**src/rtl/lanes_seq.sv**
```systemverilog
// Sequencer that streams a VLEN-element vector op through the 4-lane ALU one
// group at a time, holding each group for the op latency and gathering results.
module lanes_seq #(
  parameter int VLEN    = 16,
  parameter int INT_LAT = 1,
  parameter int FP_LAT  = 12
) (
  input  logic                 clk,
  input  logic                 rst,
  input  logic                 start,
  input  logic [1:0]           func_i,
  input  logic [VLEN*32-1:0]   vec_a,
  input  logic [VLEN*32-1:0]   vec_b,
  output logic [31:0]          dataA0,
  output logic [31:0]          dataA1,
  output logic [31:0]          dataA2,
  output logic [31:0]          dataA3,
  output logic [31:0]          dataB0,
  output logic [31:0]          dataB1,
  output logic [31:0]          dataB2,
  output logic [31:0]          dataB3,
  output logic [1:0]           func,
  input  logic [31:0]          result0,
  input  logic [31:0]          result1,
  input  logic [31:0]          result2,
  input  logic [31:0]          result3,
  output logic [VLEN*32-1:0]   vec_res,
  output logic                 busy,
  output logic                 done
);

  localparam int G      = VLEN / 4;
  localparam int IW     = $clog2(VLEN);
  localparam int GW     = (G > 1) ? $clog2(G) : 1;
  localparam int MAXLAT = (FP_LAT > INT_LAT) ? FP_LAT : INT_LAT;
  localparam int CW     = $clog2(MAXLAT + 1);

  typedef enum logic {IDLE, RUN} state_t;

  state_t              state;
  logic [VLEN*32-1:0]  a_q, b_q;
  logic [GW-1:0]       g;
  logic [CW-1:0]       cnt, lat_m1;
  logic [IW-1:0]       base_cur, base_nxt;
  logic                accept;

  function automatic logic [31:0] elem(input logic [VLEN*32-1:0] v,
                                       input logic [IW-1:0] base, input int k);
    return v[(32'(base) + k) * 32 +: 32];
  endfunction

  always_comb begin
    lat_m1   = func[0] ? CW'(FP_LAT - 1) : CW'(INT_LAT - 1);
    base_cur = IW'(g) << 2;
    base_nxt = base_cur + IW'(4);
    accept   = (state == IDLE) && start;
  end

  // NOTE: operand copies are pure datapath storage and are always written before
  // being read, so they carry no reset; only control and visible outputs do.
  always_ff @(posedge clk) begin
    if (!rst && accept) begin
      a_q <= vec_a;
      b_q <= vec_b;
    end
  end

  // NOTE: every register here uses non-blocking assignment so all updates see
  // pre-edge values, e.g. a capture and the group advance on the same edge.
  always_ff @(posedge clk) begin
    if (rst) begin
      state   <= IDLE;
      g       <= '0;
      cnt     <= '0;
      func    <= '0;
      vec_res <= '0;
      busy    <= 1'b0;
      done    <= 1'b0;
      dataA0  <= '0; dataA1 <= '0; dataA2 <= '0; dataA3 <= '0;
      dataB0  <= '0; dataB1 <= '0; dataB2 <= '0; dataB3 <= '0;
    end else begin
      done <= 1'b0;
      case (state)
        IDLE: begin
          if (start) begin
            func    <= func_i;
            vec_res <= '0;
            g       <= '0;
            cnt     <= '0;
            busy    <= 1'b1;
            dataA0  <= vec_a[0 +: 32];  dataA1 <= vec_a[32 +: 32];
            dataA2  <= vec_a[64 +: 32]; dataA3 <= vec_a[96 +: 32];
            dataB0  <= vec_b[0 +: 32];  dataB1 <= vec_b[32 +: 32];
            dataB2  <= vec_b[64 +: 32]; dataB3 <= vec_b[96 +: 32];
            state   <= RUN;
          end
        end
        RUN: begin
          if (cnt == lat_m1) begin
            cnt <= '0;
            vec_res[(32'(base_cur) + 0) * 32 +: 32] <= result0;
            vec_res[(32'(base_cur) + 1) * 32 +: 32] <= result1;
            vec_res[(32'(base_cur) + 2) * 32 +: 32] <= result2;
            vec_res[(32'(base_cur) + 3) * 32 +: 32] <= result3;
            if (g == GW'(G - 1)) begin
              // Final group: lanes are parked at zero, func stays for observers.
              state  <= IDLE;
              busy   <= 1'b0;
              done   <= 1'b1;
              dataA0 <= '0; dataA1 <= '0; dataA2 <= '0; dataA3 <= '0;
              dataB0 <= '0; dataB1 <= '0; dataB2 <= '0; dataB3 <= '0;
            end else begin
              g      <= g + 1'b1;
              dataA0 <= elem(a_q, base_nxt, 0); dataA1 <= elem(a_q, base_nxt, 1);
              dataA2 <= elem(a_q, base_nxt, 2); dataA3 <= elem(a_q, base_nxt, 3);
              dataB0 <= elem(b_q, base_nxt, 0); dataB1 <= elem(b_q, base_nxt, 1);
              dataB2 <= elem(b_q, base_nxt, 2); dataB3 <= elem(b_q, base_nxt, 3);
            end
          end else begin
            cnt <= cnt + 1'b1;
          end
        end
        default: state <= IDLE;
      endcase
    end
  end

endmodule

```
**config.mk**
```make
export PLATFORM = sky130hd
export DESIGN_NAME = lanes_seq
export DESIGN_NICKNAME = d
export VERILOG_FILES = /design/src/rtl/lanes_seq.sv
export SDC_FILE = /design/constraint.sdc
export NUM_CORES = 2
export LEC_CHECK = 0
export CORE_AREA = 8 8 753 755
export CTS_CLUSTER_SIZE = 25
export DETAILED_ROUTE_END_ITERATION = 16
export DIE_AREA = 0 0 761 763
export GPL_TIMING_DRIVEN = 0
export HOLD_SLACK_MARGIN = 0.08
export PLACE_DENSITY = 0.37
export SYNTH_ARGS = -nofsm -noshare
export SYNTH_HDL_FRONTEND = slang
export SYNTH_SLANG_ARGS = --single-unit
```
**constraint.sdc**
```tcl
create_clock -name clk -period 53.3 [get_ports clk]
set_input_delay 5.33 -clock clk [delete_from_list [all_inputs] [get_ports clk]]
set_output_delay 5.33 -clock clk [all_outputs]
set_load 0.01 [all_outputs]
```
==> reports/summary.md <==
In this run the critical register-to-register path is launched from state$_SDFF_PP0_. Number of warning messages in the yosys log: 0. In this run the worst setup path begins at start. The tools report the via count as 61624. The root buffer selected by CTS was sky130_fd_sc_hd__clkbuf_16. The routed via count divided by cell count is 3.949.

The reported leakage power is 32.97 nW. The run finished, with violations left. Entering global routing, the biggest net connects 34 pins. The sequential group share of total power is 0.424. For the max-capacitance violation count, the log shows 1. The total count of max-transition violations in the final report was 0; the global-route wire length before repair was 676500 um. The proportion of total power due to net switching is 0.2784, and the largest fanout on the critical path is 33.

Yosys instantiated no cell more often than sky130_fd_sc_hd__edfxtp_1. Synthesis inferred 1803 register bits. The tools report the endpoint type of the worst setup path as a flip-flop.

For the depth of the CTS H-tree, the log shows 4. From left edge to right edge, the die measures 761 um. Number of routed nets with antenna violations: 0.

The run gives 41 as the post-synthesis cell type count. Across the VDD grid, the largest voltage drop is 0.00002852 V. The cell area after layout was 108100 um^2; the cell row count was 274. The final clock period utilization by the worst path works out to 0.1792. The top cell type by total area after synthesis is sky130_fd_sc_hd__edfxtp_1. TritonCTS built the clock tree. The region available for standard cell placement spans 554700 um^2. The post-synthesis sequential area ratio came out at 0.6590. The endpoint required time on the critical path came out at 53910 ps.

Clock tree synthesis found a total of 1803 sinks. Setup repair after global routing left no endpoint under its margin. The setup check on the worst reg-to-reg path leaves a slack of 48080 ps.

The final reports fail on max-capacitance violations. The floorplan step defined a die boundary enclosing 580600 um^2. The part of the power in combinational logic is 0.135. In the post-synthesis netlist, the biggest area contributors are sky130_fd_sc_hd__edfxtp_1 (44%), sky130_fd_sc_hd__dfxtp_1 (22%), sky130_fd_sc_hd__mux2i_1 (7.3%). For the pin with the worst max-slew slack, the measured transition is 1490 ps. The run gives 0.440 as the fraction of power consumed by the clock network.

The tools report the number of ports placed on the die boundary as 1929. The top-area cell type share of the netlist area was 0.4373. For the number of buffers inserted during clock tree synthesis, the log shows 234. The critical path ends at b_q[414]$_DFFE_PP_. The routed length per instance is 34.64 um, and the number of remaining DRC errors is 0. After detailed placement, the total cell area comes to 100100 um^2.

The insertion delay to the later sink of the worst-skew pair is 970 ps, and the hold buffer count at CTS is 0. The endpoint identified for the worst register-to-register timing path is b_q[414]$_DFFE_PP_. The run gives 0.002784 as the worst slew margin relative to its limit. The global routing usage summed across all routing layers is 0.1762, and the detailed-router iteration count before antenna repair is 6. The number of port buffers was 1927. Post-CTS repair changed the size of 0 cells. For the internal portion of total power, the log shows 2.648 mW.

Detailed placement ended at an HPWL of 452400 um. The tightest min-delay check is of the reg -> reg type. The tools report the final hold violation count as 0.

The number of standard cells in the final layout excluding fillers was 15605. Final hold analysis gives a worst-case slack of 461.4 ps. The logs give 6908 for the post-synth net total and 104.7 MHz for the fmax.

The dominant register cell in the synthesized netlist was sky130_fd_sc_hd__edfxtp_1. The initial antenna violation count was 319. Count of cells along the worst register-to-register path: 15. The number of enable flip-flop cells after synthesis is 1024, and the sum of routed wire length over all layers is 540600 um. For the mapped cell area, the log shows 70320 um^2. Overall die height: 763 um. Relative to the synthesized area, the layout overhead comes to 53.70%. The setup-violating endpoint count in the final report came out at 0. The proportion of register bits with asynchronous set or reset after synthesis came out at 0. The net count of the finished layout is 9135.

The clock edge transition at the registers on the reported setup and hold paths works out to 60 ps. Routability-driven placement finished with a final weighted congestion of 0.9338. Share of layout cells above drive strength 1: 0.06802. Data on the critical path arrives at its endpoint at 10160 ps. The initial standard-cell utilization of the core was 0.1268.

The via count of the first global-routing pass is 60887. The commonest cells after synthesis are sky130_fd_sc_hd__edfxtp_1 (1024), sky130_fd_sc_hd__dfxtp_1 (779), sky130_fd_sc_hd__nand3_1 (769), sky130_fd_sc_hd__a21oi_1 (679). The violation count after the first detailed-route iteration was 5225. The clock passes through at most 4 buffers. The time the final worst path needs with I/O delays and setup was 9552 ps; the number of instances in the placed design was 15049. The path type of the worst setup path was in -> reg. The post-route clock skew came out at 90.66 ps. The total negative slack for setup checks is 0 ps, and the power per cell area is 33.94 nW/um^2. In the synthesized netlist, the number of instances is 5744. In this run the power spent charging and discharging nets is 1.021 mW. The logs give 3.669 mW for the overall power of the completed layout and 0 for the post-CTS setup repair buffer count. The worst hold path passes through 2 cells. Each instance of the synthesized netlist takes up on average 12.24 um^2. Summed over all layers, the global routing overflow is 0. The worst setup path is launched from an input port.
==> cell families (layout without fill, tap and decap cells) <==
family	after synthesis	after routing	share of synthesized area
AOI/OAI and AO/OA	1528	1528	0.1303
xor gates and xnor gates	1	1	0.0001246
adders and majority gates	7	7	0.001245
buffers and inverters	604	3034	0.03503
DFF	1803	1803	0.6590
muxes	512	512	0.07288
other	0	117	0
and+or+nand+nor	1289	1289	0.1014
==> power groups by stage <==
stage | Sequential (mW) | Combinational, mW | Clock, mW
finish | 1.56 | 0.497 | 1.62
global route | 1.56 | 0.524 | 1.71
CTS | 1.56 | 0.508 | 1.67
detailed placement | 1.59 | 0.506 | 0
global placement | 1.70 | 0.495 | 0
floorplan | 1.64 | 0.168 | 0
==> registers in the layout (all words and copies together), names as in the netlist, 4 cells and up <==
| signal | count |
|---|---|
| vec_res | 512 |
| dataA1 | 32 |
| b_q | 512 |
| dataB0 | 32 |
| dataB2 | 32 |
| cnt | 4 |
| a_q | 512 |
| dataB1 | 32 |
| dataA0 | 32 |
| dataA2 | 32 |
| dataA3 | 32 |
| dataB3 | 32 |
==> worst min path at each step <==
| stage | from | slack (ps) | end |
|---|---|---|---|
| 3_3_place_gp | busy$_SDFFE_PP0P_ | 440 | busy$_SDFFE_PP0P_ |
| 6_report | dataA0[19]$_SDFFE_PP0P_ | 460 | dataA0[19]$_SDFFE_PP0P_ |
| 5_1_grt | dataB0[0]$_SDFFE_PP0P_ | 480 | dataB0[0]$_SDFFE_PP0P_ |
| 3_5_place_dp | busy$_SDFFE_PP0P_ | 440 | busy$_SDFFE_PP0P_ |
| 4_1_cts | vec_res[100]$_SDFFE_PP0P_ | 460 | vec_res[100]$_SDFFE_PP0P_ |
| 2_1_floorplan | func[1]$_SDFFE_PP0P_ | 480 | func[1]$_SDFFE_PP0P_ |
==> layout by cell type, fill, tap and decap left out, types with 4 or more instances in the layout <==
| cell type | instances |
|---|---|
| sky130_fd_sc_hd__a21oi_1 | 679 |
| sky130_fd_sc_hd__buf_1 | 58 |
| sky130_fd_sc_hd__buf_12 | 56 |
| sky130_fd_sc_hd__buf_16 | 4 |
| sky130_fd_sc_hd__buf_2 | 65 |
| sky130_fd_sc_hd__buf_4 | 11 |
| sky130_fd_sc_hd__buf_6 | 13 |
| sky130_fd_sc_hd__bufinv_16 | 9 |
| sky130_fd_sc_hd__clkbuf_1 | 492 |
| sky130_fd_sc_hd__clkbuf_16 | 239 |
| sky130_fd_sc_hd__clkbuf_2 | 37 |
| sky130_fd_sc_hd__clkbuf_8 | 38 |
| sky130_fd_sc_hd__clkdlybuf4s50_1 | 1927 |
| sky130_fd_sc_hd__clkinv_1 | 7 |
| sky130_fd_sc_hd__clkinv_16 | 4 |
| sky130_fd_sc_hd__clkinv_2 | 41 |
| sky130_fd_sc_hd__clkinv_4 | 5 |
| sky130_fd_sc_hd__clkinvlp_4 | 10 |
| sky130_fd_sc_hd__dfxtp_1 | 779 |
| sky130_fd_sc_hd__diode_2 | 117 |
| sky130_fd_sc_hd__edfxtp_1 | 1024 |
| sky130_fd_sc_hd__ha_1 | 7 |
| sky130_fd_sc_hd__inv_1 | 7 |
| sky130_fd_sc_hd__inv_16 | 4 |
| sky130_fd_sc_hd__mux2i_1 | 511 |
| sky130_fd_sc_hd__nand2_1 | 39 |
| sky130_fd_sc_hd__nand3_1 | 769 |
| sky130_fd_sc_hd__nand3b_1 | 98 |
| sky130_fd_sc_hd__nand4_1 | 100 |
| sky130_fd_sc_hd__nor2_1 | 5 |
| sky130_fd_sc_hd__nor2b_1 | 259 |
| sky130_fd_sc_hd__o211ai_1 | 229 |
| sky130_fd_sc_hd__o22ai_1 | 512 |
| sky130_fd_sc_hd__o31ai_1 | 96 |
==> through the flow <==
stage            util  setup slack [ps]
2_1_floorplan       -              2777
3_3_place_gp   0.1780            -28620
3_5_place_dp   0.1805             42670
4_1_cts        0.1943             43720
5_1_grt        0.1945             43530
6_report       0.1949             43750
==> critical path, cell delays in order <==
cell                              delay [ps]
sky130_fd_sc_hd__clkdlybuf4s50_1         600
sky130_fd_sc_hd__nand2b_1                 80
sky130_fd_sc_hd__clkbuf_1                440
sky130_fd_sc_hd__clkbuf_1                580
sky130_fd_sc_hd__nor2_4                  580
sky130_fd_sc_hd__buf_12                  280
sky130_fd_sc_hd__buf_12                  230
sky130_fd_sc_hd__buf_12                  250
sky130_fd_sc_hd__buf_12                  220
sky130_fd_sc_hd__buf_12                  210
sky130_fd_sc_hd__buf_12                  230
sky130_fd_sc_hd__buf_12                  210
sky130_fd_sc_hd__buf_12                  230
sky130_fd_sc_hd__buf_12                  240
sky130_fd_sc_hd__buf_12                  220
==> metal layers <==
metal / track usage / routed length [um] / share of wire / vias up
li1: - / - / - / 26761
met3: 0.06078 / 45620 / 0.084 / 994
met4: 0.06738 / 25130 / 0.046 / 174
met1: 0.1950 / 203300 / 0.38 / 30668
met5: 0 / 1106 / 0.0020 / -
met2: 0.3098 / 265400 / 0.49 / 3027
==> final cells by class <==
class                           instances  area (um^2)
Buffer                                597         2485
Inverter                                7        26.28
Clock buffer                          353         6789
Sequential cell                      1803        46340
Antenna cell                          117        292.8
Fill cell                           60640       446600
Timing Repair Buffer                 1991        20570
Multi-Input combinational cell       3337        21550
Tap cell                             7314         9151
Clock inverter                         86        880.8
No activity file was read; power rests on OpenSTA's default activity.
